`src/rtl/dff_bank_arbiter_pkg.sv`:
```
// Shared definitions for the register-bank arbiter: FSM state encoding and a
// constant-safe ceiling-log2 helper used to size index and counter fields.
package dff_bank_arbiter_pkg;

  typedef enum logic [1:0] {
    ST_IDLE  = 2'd0,
    ST_GRANT = 2'd1,
    ST_LOAD  = 2'd2,
    ST_HOLD  = 2'd3
  } state_e;

  function automatic int clog2(input int value);
    int result;
    int v;
    result = 0;
    v      = value - 1;
    while (v > 0) begin
      result++;
      v = v >> 1;
    end
    return result;
  endfunction

endpackage

```
`src/rtl/dff_bank_arbiter_rr_pick.sv`:
```
// Combinational round-robin picker: selects the first active request at or
// after i_ptr, wrapping past N-1 back to 0.
module dff_bank_arbiter_rr_pick #(
  parameter int N  = 4,
  parameter int IW = 2
) (
  input  logic [N-1:0]  i_req,
  input  logic [IW-1:0] i_ptr,
  output logic [N-1:0]  o_pick,
  output logic [IW-1:0] o_idx,
  output logic          o_any
);

  function automatic logic [IW-1:0] slot(input logic [IW-1:0] ptr, input int offset);
    return IW'((int'(ptr) + offset) % N);
  endfunction

  always_comb begin
    logic [IW-1:0] w_pos;
    // NOTE: every output gets a default before the loop so no path leaves a latch.
    o_pick = '0;
    o_idx  = '0;
    o_any  = 1'b0;
    w_pos  = '0;
    // Scan from the farthest slot back so the nearest request overwrites last.
    for (int s = N - 1; s >= 0; s--) begin
      w_pos = slot(i_ptr, s);
      if (i_req[w_pos]) begin
        o_pick        = '0;
        o_pick[w_pos] = 1'b1;
        o_idx         = w_pos;
        o_any         = 1'b1;
      end
    end
  end

endmodule

```
`src/rtl/dff_bank_arbiter.sv`:
```
// Shares one W-bit synchronous-clear register among N requesters using
// round-robin grant, a load/ack handshake and an optional post-load hold window.
module dff_bank_arbiter
  import dff_bank_arbiter_pkg::*;
#(
  parameter int N           = 4,
  parameter int W           = 8,
  parameter int HOLD_CYCLES = 2
) (
  input  logic                clk,
  input  logic                rst,
  input  logic                clr,
  input  logic [N-1:0]        req,
  input  logic [N*W-1:0]      data,
  output logic [N-1:0]        gnt,
  output logic [N-1:0]        ack,
  output logic [W-1:0]        q,
  output logic                busy,
  output logic [clog2(N)-1:0] owner
);

  localparam int IW  = clog2(N);
  localparam int HCW = (clog2(HOLD_CYCLES + 1) > 0) ? clog2(HOLD_CYCLES + 1) : 1;

  state_e         r_state;
  logic [N-1:0]   r_gnt;
  logic [N-1:0]   r_ack;
  logic [W-1:0]   r_q;
  logic           r_busy;
  logic [IW-1:0]  r_owner;
  logic [IW-1:0]  r_rr_ptr;
  logic [HCW-1:0] r_hold_cnt;

  logic [N-1:0]   w_pick;
  logic [IW-1:0]  w_pick_idx;
  logic           w_any;
  logic [IW-1:0]  w_owner_next;
  logic [W-1:0]   w_data_arr [N];

  dff_bank_arbiter_rr_pick #(
    .N  (N),
    .IW (IW)
  ) u_rr_pick (
    .i_req  (req),
    .i_ptr  (r_rr_ptr),
    .o_pick (w_pick),
    .o_idx  (w_pick_idx),
    .o_any  (w_any)
  );

  for (genvar i = 0; i < N; i++) begin : g_data
    assign w_data_arr[i] = data[i*W +: W];
  end

  assign w_owner_next = (r_owner == IW'(N - 1)) ? '0 : r_owner + 1'b1;

  // NOTE: all state here uses non-blocking assignments so every register samples pre-edge values.
  always_ff @(posedge clk or posedge rst) begin
    if (rst) begin
      r_state    <= ST_IDLE;
      r_gnt      <= '0;
      r_ack      <= '0;
      r_q        <= '0;
      r_busy     <= 1'b0;
      r_owner    <= '0;
      r_rr_ptr   <= '0;
      r_hold_cnt <= '0;
    end else if (clr) begin
      // Abort whatever is in flight; fairness pointer and last owner survive.
      r_state    <= ST_IDLE;
      r_gnt      <= '0;
      r_ack      <= '0;
      r_q        <= '0;
      r_busy     <= 1'b0;
      r_hold_cnt <= '0;
    end else begin
      r_ack <= '0;
      case (r_state)
        ST_IDLE: begin
          if (w_any) begin
            r_state <= ST_GRANT;
            r_gnt   <= w_pick;
            r_owner <= w_pick_idx;
            r_busy  <= 1'b1;
          end
        end
        ST_GRANT: begin
          r_gnt <= '0;
          if (req[r_owner]) begin
            r_q      <= w_data_arr[r_owner];
            r_ack    <= r_gnt;
            r_rr_ptr <= w_owner_next;
            r_state  <= ST_LOAD;
          end else begin
            r_state <= ST_IDLE;
            r_busy  <= 1'b0;
          end
        end
        ST_LOAD: begin
          if (HOLD_CYCLES > 0) begin
            r_state    <= ST_HOLD;
            r_hold_cnt <= HCW'(1);
          end else begin
            r_state <= ST_IDLE;
            r_busy  <= 1'b0;
          end
        end
        ST_HOLD: begin
          // Requests are ignored here; the counter tops out at HOLD_CYCLES.
          if (r_hold_cnt == HCW'(HOLD_CYCLES)) begin
            r_state    <= ST_IDLE;
            r_hold_cnt <= '0;
            r_busy     <= 1'b0;
          end else begin
            r_hold_cnt <= r_hold_cnt + 1'b1;
          end
        end
        default: begin
          r_state <= ST_IDLE;
          r_busy  <= 1'b0;
        end
      endcase
    end
  end

  assign gnt   = r_gnt;
  assign ack   = r_ack;
  assign q     = r_q;
  assign busy  = r_busy;
  assign owner = r_owner;

endmodule

```
`config.mk`:
```
export PLATFORM = sky130hd
export DESIGN_NAME = dff_bank_arbiter
export DESIGN_NICKNAME = d
export VERILOG_FILES = /design/src/rtl/dff_bank_arbiter_pkg.sv /design/src/rtl/dff_bank_arbiter_rr_pick.sv /design/src/rtl/dff_bank_arbiter.sv
export SDC_FILE = /design/constraint.sdc
export NUM_CORES = 1
export LEC_CHECK = 0
export CORE_AREA = 2 2 65 67
export DETAILED_ROUTE_END_ITERATION = 8
export DIE_AREA = 0 0 67 69
export PLACE_DENSITY = 0.79
export SYNTH_ARGS = -nofsm -noshare
export SYNTH_HDL_FRONTEND = slang
export SYNTH_SLANG_ARGS = --single-unit
```
`constraint.sdc`:
```
create_clock -name clk -period 2.82 [get_ports clk]
set_input_delay 0.423 -clock clk [delete_from_list [all_inputs] [get_ports clk]]
set_output_delay 0.423 -clock clk [all_outputs]
set_load 0.05 [all_outputs]
```
# == Yosys cells after proc, flatten, opt, wreduce, memory -nomap -nowiden ==
# Cells that the tools add are included.
# totals
ff_bits,25
memories,0
rom_bits,0
latchBits,0
ramBits,0
word_cells,105
input_bits,39
# op_classes
mux,56
magnitude_cmp,10
n_bitwise,2
add_sub_neg,5
shifts,0
n_reduce_logical,15
eq_ne,9
multipliers,0
div,0
# op_table
cell,count
2-to-1 mux 8 bit,5
2-to-1 mux 4 bit,9
2-to-1 mux 2 bit,11
2-to-1 mux 1 bit,17
binary-select mux 8 bit (select 2 bit),1
< comparator 2 x 3 -> 1 bit (second input constant),5
binary-select mux 1 bit (select 2 bit),5
demux 1 bit (select 2 bit),4
equality test 2 bit (second input constant),4
>= comparator 2 x 1 -> 1 bit (second input constant),4
case mux 2 bit (4 select lines),1
case mux 4 bit (2 select lines),1
adder 2 x 1 -> 2 bit (second input constant),3
!= test 3 bit (second input constant),2
AND reduction 2 bit,3
AND reduction 3 bit,2
nonzero test 3 bit,2
adder 2 bit (second input constant),2
logical AND 1 bit,4
case mux 2 bit (2 select lines),1
AND reduction 4 bit,1
nonzero test 2 bit,2
>= comparator 3 bit (second input constant),1
!= test 3 x 2 -> 1 bit (second input constant),1
6 further kinds,6

# == Logic depth before layout (Yosys ltp) ==
# Gate-level depths: netlist (run 1).
# logic_depth
ltp_word,12
ltp_mapped,9
ltp_nobuf,7

# == Hierarchy ==
# Synthesis (run 1) repeated with hierarchy kept, for this count alone.
# unflattened
hier_cells,166
area_unflattened_um2,1791.7
# by_module_without_submodules
mod,n_inst,seq_area_each_um2,area_each_um2,cells_each
dff_bank_arbiter,1,625.6,1282.5,105
dff_bank_arbiter_rr_pick,1,0.0,509.2,61

# == Worst setup path before layout (run 1) ==
# Ideal clock, no wire load.
# synth_timing
path_type,register to register
start,register r_rr_ptr[1]
end,"register r_gnt[0], in the netlist gnt[0]"
slack_ns,0.709
setup_time_ns,0.116
arrival_time_ns,1.995
stages_incl_launch_ff,9
synth_period_minus_slack_ns,2.111
path_buffers,2
cell_sequence,dfrtp_1 -> buf_2 -> inv_1 -> ha_1 -> buf_2 -> mux2i_1 -> a31oi_1 -> or3_1 -> o311ai_0
# synth_via
elab_chain_cells,12
# synth_lines
element,line_no,source
from (decl),dff_bank_arbiter.sv:31,logic [IW-1:0] r_rr_ptr;
from (signal assigned),dff_bank_arbiter.sv:92,r_rr_ptr <= w_owner_next;
adder 2 bit,dff_bank_arbiter_rr_pick.sv:15,return IW'((int'(ptr) + offset) % N);
< comparator 2 x 3 -> 1 bit (not written as such) or >= comparator 2 x 1 -> 1 bit (tied branches),dff_bank_arbiter_rr_pick.sv:30,o_pick[w_pos] = 1'b1;
logical AND 1 bit (not written as such),dff_bank_arbiter_rr_pick.sv:30,
2-to-1 mux 1 bit (not written as such),dff_bank_arbiter_rr_pick.sv:30,
demux 1 bit (select 2 bit),-,
2-to-1 mux 4 bit (4 in a row),dff_bank_arbiter_rr_pick.sv:28,if (i_req[w_pos]) begin
2-to-1 mux 4 bit,dff_bank_arbiter.sv:80,if (w_any) begin
case mux 4 bit (2 select lines),dff_bank_arbiter.sv:78,case (r_state)
2-to-1 mux 4 bit,dff_bank_arbiter.sv:68,end else if (clr) begin
to (signal assigned),dff_bank_arbiter.sv:82,r_gnt <= w_pick;
to (decl),dff_bank_arbiter.sv:26,logic [N-1:0] r_gnt;
# Several ways; a longest one is shown, not always the timed one. The select of a mux whose other input is x is not followed.
# A chain may end at the register's enable or synchronous reset.

# == Worst setup path after layout (run 1) ==
# layout_timing
start,register r_rr_ptr[0]
end,"register r_gnt[0], in the netlist gnt[0]"
# The elaborated chain is that of the path after synthesis.

==> impl_metrics.tcl, run 1 <==
set metrics [dict create \
    cts_setup_buffers 0 \
    yosysSeqAreaShare 0.356 \
    hold_violations 0 \
    max_freq_mhz 446 \
    clk_pin_slew_worst_paths_ns 0.08 \
    coreArea_sq_mm 0.00391 \
    die_area_sq_mm 0.00462 \
    routabilityCongestion 0.813 \
    fin_nets 283 \
    synth-adder-area-share 0.0641 \
    final_core_util 0.622 \
    rows 23 \
    synthSimpleGateAreaFrac 0.166 \
    min_to "ack[1]$_DFF_PP0_" \
    min_path_type "flop to flop" \
    die_x_microns 67 \
    whs_path_depth 1 \
    final_common_cell "clkdlybuf4s50_1" \
    yosys_register_bits 25 \
    post-place-cells 280 \
    nFillCells 346 \
    r2r_cells 7 \
    syn_area_sq_mm 0.00176 \
    final_cell_mix "clkdlybuf4s50_1 (57), dfrtp_1 (25), nor2_1 (21), nand2_1 (17)" \
    final.setup_skew_ns 0.00188 \
    synth_top_family_by_area "multiplexers" \
    grt_pass1_wl_microns 6750 \
    drt_iter0_drc 63 \
    critPathMaxFanout 14 \
    grt_max_degree 26 \
    setup-tns-final_ns 0 \
    yosys-top-cells-area "dfrtp_1 (36%), mux4_2 (12%), ha_1 (6.4%)" \
    cp.required_ns 2.94 \
    avgViaCountPerCell 5.45 \
    synth-main-ff-cell "dfrtp_1" \
    clock_latency_ns 0.26 \
    cts_root_buf "clkbuf_8" \
    netlist_instances 177 \
    cts_made_buffers 3 \
    power.leakage_uw 0.00102 \
    clockBufferDepth 2 \
    ff2ff_setup_slack_ns 0.58 \
    startpoint_type "flop" \
    timing.final.ws_setup_ns 0.576 \
    rr_startpoint "r_rr_ptr[0]$_DFFE_PP0P_" \
    numPortBuffers 57 \
    yosys_warnings 0 \
    final-setup-viol-count 0 \
    synth-xor-area-share 0 \
    status "finished, final reports clean" \
    final_layout_size_suffix_gt1_frac 0.115 \
    syn2layout_area_growth_pct 38.6 \
    cts_tree "yes" \
    overflow 0 \
    place_area_sq_mm 0.00239 \
    pin_count 58 \
    num_vias 1548 \
    syn_area_per_cell_sq_um 9.92 \
    htree_num_levels 1 \
    yosysUniqueCellTypes 41 \
    antenna_cells 0 \
    pre_cts_slack_ns 0.405 \
    hp-start "gnt[1]$_DFFE_PP0P_" \
    design_area_sq_mm 0.00243 \
    crit_path_end_kind "flop" \
    initial_core_util 0.449 \
    synthesis.nets 225 \
    rsz0062_at_grt "false" \
    synth_compound_area_frac 0.155 \
    clock_sinks 25 \
    drc 0 \
    worstMarginPinSlew_ns 0.903 \
    die_y_microns 69 \
    timing.rr.end "gnt[0]$_DFFE_PP0P_" \
    yosys.area.top_type "dfrtp_1" \
    fin_crit_sh 0.796 \
    drtPass1Iterations 4 \
    wirelength_microns 4210 \
    async_flop_share 1.00 \
    cts_hold_buf 0 \
    power.density_mw_per_mm2 862 \
    antenna_found_initial 0 \
    synth_edf_count 0 \
    post_cts_resized 0 \
    yosys.area.top_type_share 0.356 \
    relSlewSlack 0.398 \
    vdd_drop_max_mv 0.432 \
    ant_nets 0 \
    critPathKind "flop to flop" \
    slew_violations 0 \
    layout_min_cycle_time_ns 2.24 \
    instances_no_fill 284 \
    hpwl_microns 3250 \
    grtUsageTotal 0.185 \
    synthMuxAreaShare 0.211 \
    wire_per_inst_microns 14.8 \
    worstPathArrival_ns 2.37 \
    maxCapViolations 0 \
    grt_pass1_vias 1397 \
]
==> flip-flops by register name, summed over array words and instances (netlist names) <==
register    flops
r_hold_cnt      2
ack             4
busy            1
gnt             4
q               8
owner           2
r_state         2
r_rr_ptr        2
==> stage by stage <==
stage	total power (uW)	hold WS [ns]
detailed placement	1900	0.487
global route	2250	0.538
floorplan	1520	0.450
finish	2100	0.502
global placement	1880	0.490
CTS	2120	0.505
==> worst max-delay path by stage <==
stage                       startpoint                 end  slack [ns]
6_report       r_rr_ptr[0]$_DFFE_PP0P_  gnt[0]$_DFFE_PP0P_        0.58
5_1_grt        r_rr_ptr[0]$_DFFE_PP0P_  gnt[2]$_DFFE_PP0P_        0.37
4_1_cts        r_rr_ptr[0]$_DFFE_PP0P_  gnt[0]$_DFFE_PP0P_        0.58
3_5_place_dp                    req[3]  gnt[0]$_DFFE_PP0P_        0.40
3_3_place_gp                    req[3]  gnt[1]$_DFFE_PP0P_        0.46
2_1_floorplan  r_rr_ptr[1]$_DFFE_PP0P_  gnt[0]$_DFFE_PP0P_        0.71
==> Yosys cell counts, types with 2 or more instances <==
cell type and n:
a221oi_1 4, dfrtp_1 25, buf_2 9, or3_1 4, mux2i_1 10, clkbuf_1 2
nand3_1 2, inv_1 6, nor4_1 2, o22ai_1 2, a21oi_1 7, o31ai_1 3
nand2_1 17, ha_1 9, mux4_2 9, o21ai_0 10, o311ai_0 3, and2_1 5
nand2b_1 3, mux2_2 4, nor2_1 21
==> cell families (layout without fill, tap and decap cells) <==
family / Yosys count / after routing
fa+ha+maj: 9 / 9
mux: 24 / 24
simple gates: 61 / 61
compound gates: 40 / 40
buf+inv: 18 / 75
flops: 25 / 25
==> where the power goes <==
group          switching (uW)  internal (uW)
Clock                     102            101
Combinational             792            591
Sequential               67.1            444
Total                     962           1140
==> area by class of cell <==
type,instances,area [sq um],area share
multi-input combinational,134,1050,0.430
timing repair buffer,65,631,0.259
sequential,25,626,0.257
tap,50,62.6,0.0257
clock buffer,4,45.0,0.0185
inverter,6,22.5,0.00925
==> critical path, cell delays in order (launching register included) <==
cell	delay, ns
dfrtp_1	0.36
inv_1	0.15
ha_1	0.56
nand2b_1	0.16
o22ai_1	0.09
a32o_1	0.32
a221oi_1	0.31
o311ai_0	0.16
==> metal layers <==
metal,track usage,vias to the layer above,routed length [microns]
li1,-,768,-
met1,0.246,715,1830
met2,0.303,63,1940
met3,0.0326,2,425
met4,0.0590,0,24
met5,0,-,0
(Power assumes the default switching activity.)
==> run 2, diff against run 1 <==
--- a/config.mk
+++ b/config.mk
@@ -5,10 +5,10 @@
 export SDC_FILE = /design/constraint.sdc
 export NUM_CORES = 1
 export LEC_CHECK = 0
-export CORE_AREA = 2 2 65 67
+export CORE_AREA = 2 2 68 70
 export DETAILED_ROUTE_END_ITERATION = 8
-export DIE_AREA = 0 0 67 69
-export PLACE_DENSITY = 0.79
+export DIE_AREA = 0 0 70 72
+export PLACE_DENSITY = 0.76
 export SYNTH_ARGS = -nofsm -noshare
 export SYNTH_HDL_FRONTEND = slang
 export SYNTH_SLANG_ARGS = --single-unit
==> constraint.sdc (replaced) <==
create_clock -name clk -period 2 [get_ports clk]
set_input_delay 0.3 -clock clk [delete_from_list [all_inputs] [get_ports clk]]
set_output_delay 0.3 -clock clk [all_outputs]
set_load 0.05 [all_outputs]
==> run 2 against run 1 <==
Sequential power grew 42%. Clock skew shrank 0.00086 ns. Total power grew 56%. Largest power group unchanged.
==> impl_metrics.tcl, run 2 (same netlist as run 1, synthesis figures left out) <==
set metrics [dict create \
    holdWs_ns 0.394 \
    timing.final.ws_setup_ns 0.00693 \
    clock_latency_ns 0.27 \
    final_common_cell "clkdlybuf4s50_1" \
    power.leakage_uw 0.00111 \
    die_area_sq_mm 0.00504 \
    design_area_sq_mm 0.00261 \
    final.setup_skew_ns 0.00102 \
    die_y_microns 72 \
    worstMarginPinSlew_ns 0.513 \
    crit_path_end_kind "flop" \
    rsz0062_at_grt "true" \
    status "finished, final reports clean" \
    clockBufferDepth 2 \
    slew_violations 0 \
    pre_cts_slack_ns -0.143 \
    routabilityCongestion 0.906 \
    final-setup-viol-count 0 \
    drc 0 \
    grt_pass1_wl_microns 7340 \
    drtPass1Iterations 4 \
    rr_startpoint "r_rr_ptr[1]$_DFFE_PP0P_" \
    initial_core_util 0.412 \
    wire_per_inst_microns 14.6 \
    cts_hold_buf 0 \
    dr_wl_met3_microns 122 \
    wirelength_microns 4390 \
    startpoint_type "flop" \
    syn2layout_area_growth_pct 48.8 \
    grt_pass1_vias 1556 \
    largest_register_ffs 8 \
    cts_root_buf "clkbuf_8" \
    setup.worst_path.start "r_rr_ptr[1]$_DFFE_PP0P_" \
    final_layout_size_suffix_gt1_frac 0.214 \
    ant_nets 0 \
    wl_met1_microns 1850 \
    critPathKind "flop to flop" \
    htree_num_levels 1 \
    layout_min_cycle_time_ns 1.99 \
    power.density_mw_per_mm2 1250 \
    num_vias 1610 \
    drt_iter0_drc 79 \
    antenna_found_initial 0 \
    cts_tree "yes" \
    rows 24 \
    clk_pin_slew_worst_paths_ns 0.08 \
    hold_violations 0 \
    cp.required_ns 2.14 \
    fin_crit_sh 0.997 \
    fin_nets 297 \
    min_path_type "primary input to asynchronous set/reset pin" \
    avgViaCountPerCell 5.37 \
    die_x_microns 70 \
    coreArea_sq_mm 0.00426 \
    numPortBuffers 57 \
    grtUsageTotal 0.179 \
    post-place-cells 296 \
    maxCapViolations 0 \
    antenna_cells 0 \
    dr_wl_met2_microns 2340 \
    setup-tns-final_ns 0 \
    hpwl_microns 3430 \
    vdd_drop_max_mv 0.502 \
    cts_made_buffers 3 \
    highest_layer "met4" \
    max_freq_mhz 502 \
    final_cell_mix "clkdlybuf4s50_1 (56), dfrtp_1 (23), nor2_1 (21), buf_4 (21), nand2_1 (17)" \
    worstPathArrival_ns 2.13 \
    instances_no_fill 300 \
    pin_count 58 \
    relSlewSlack 0.657 \
    overflow 0 \
    clock_sinks 25 \
    critPathMaxFanout 7 \
    place_area_sq_mm 0.00252 \
    grt_max_degree 26 \
    cts_setup_buffers 0 \
]
## run 2: timing repair
| action | 4_1_cts | 5_1_grt |
|---|---|---|
| hold endpoints to repair | 0 | 0 |
| gates resized for setup | 3 | 5 |
| setup endpoints to repair | 4 | 4 |
## run 2: path summary, 6_finish.rpt
kind	end	slack (ns)	cells after the start
worst max-delay path	gnt[2]$_DFFE_PP0P_	0.007	8
worst min-delay path	q[5]$_DFFE_PP0P_	0.39	3
worst max register to register	gnt[2]$_DFFE_PP0P_	0.007	8
worst min register to register	ack[3]$_DFF_PP0_	0.52	1
max in group asynchronous	r_rr_ptr[0]$_DFFE_PP0P_	1.35	3
min in group clk	ack[3]$_DFF_PP0_	0.52	1
## run 2: area by class of cell
cell class | instances | area [sq um]
Fill cell | 365 | 1650
Inverter | 6 | 25.0
Sequential cell | 25 | 628
Clock inverter | 1 | 5.00
Clock buffer | 3 | 41.3
Tap cell | 52 | 65.1
Multi-Input combinational cell | 134 | 1090
Timing Repair Buffer | 79 | 758
## run 2: per-layer routing
layer | track usage | up-vias
li1 | - | 796
met1 | 0.224 | 774
met2 | 0.322 | 32
met3 | 0.0208 | 8
met4 | 0.0620 | 0
met5 | 0 | -
## run 2: per-stage QoR
step	total power [uW]	util
after floorplan	2160	-
after global placement	2820	0.592
after detailed placement	2850	0.592
after CTS	3210	0.607
after global routing	3490	0.613
final	3270	0.613
## run 2: power by group
part | internal (uW) | switching (uW) | total (uW)
logic | 1040 | 1210 | 2250
clock network | 139 | 156 | 296
registers | 630 | 96.0 | 726
## run 2: critical path, stage by stage, from the launching register on
cell and delay, ns:
dfrtp_1 0.41, inv_4 0.06, ha_4 0.29, buf_4 0.16
nand2b_1 0.12, o22ai_1 0.09, a32o_2 0.28, a221oi_1 0.30
o311ai_0 0.15
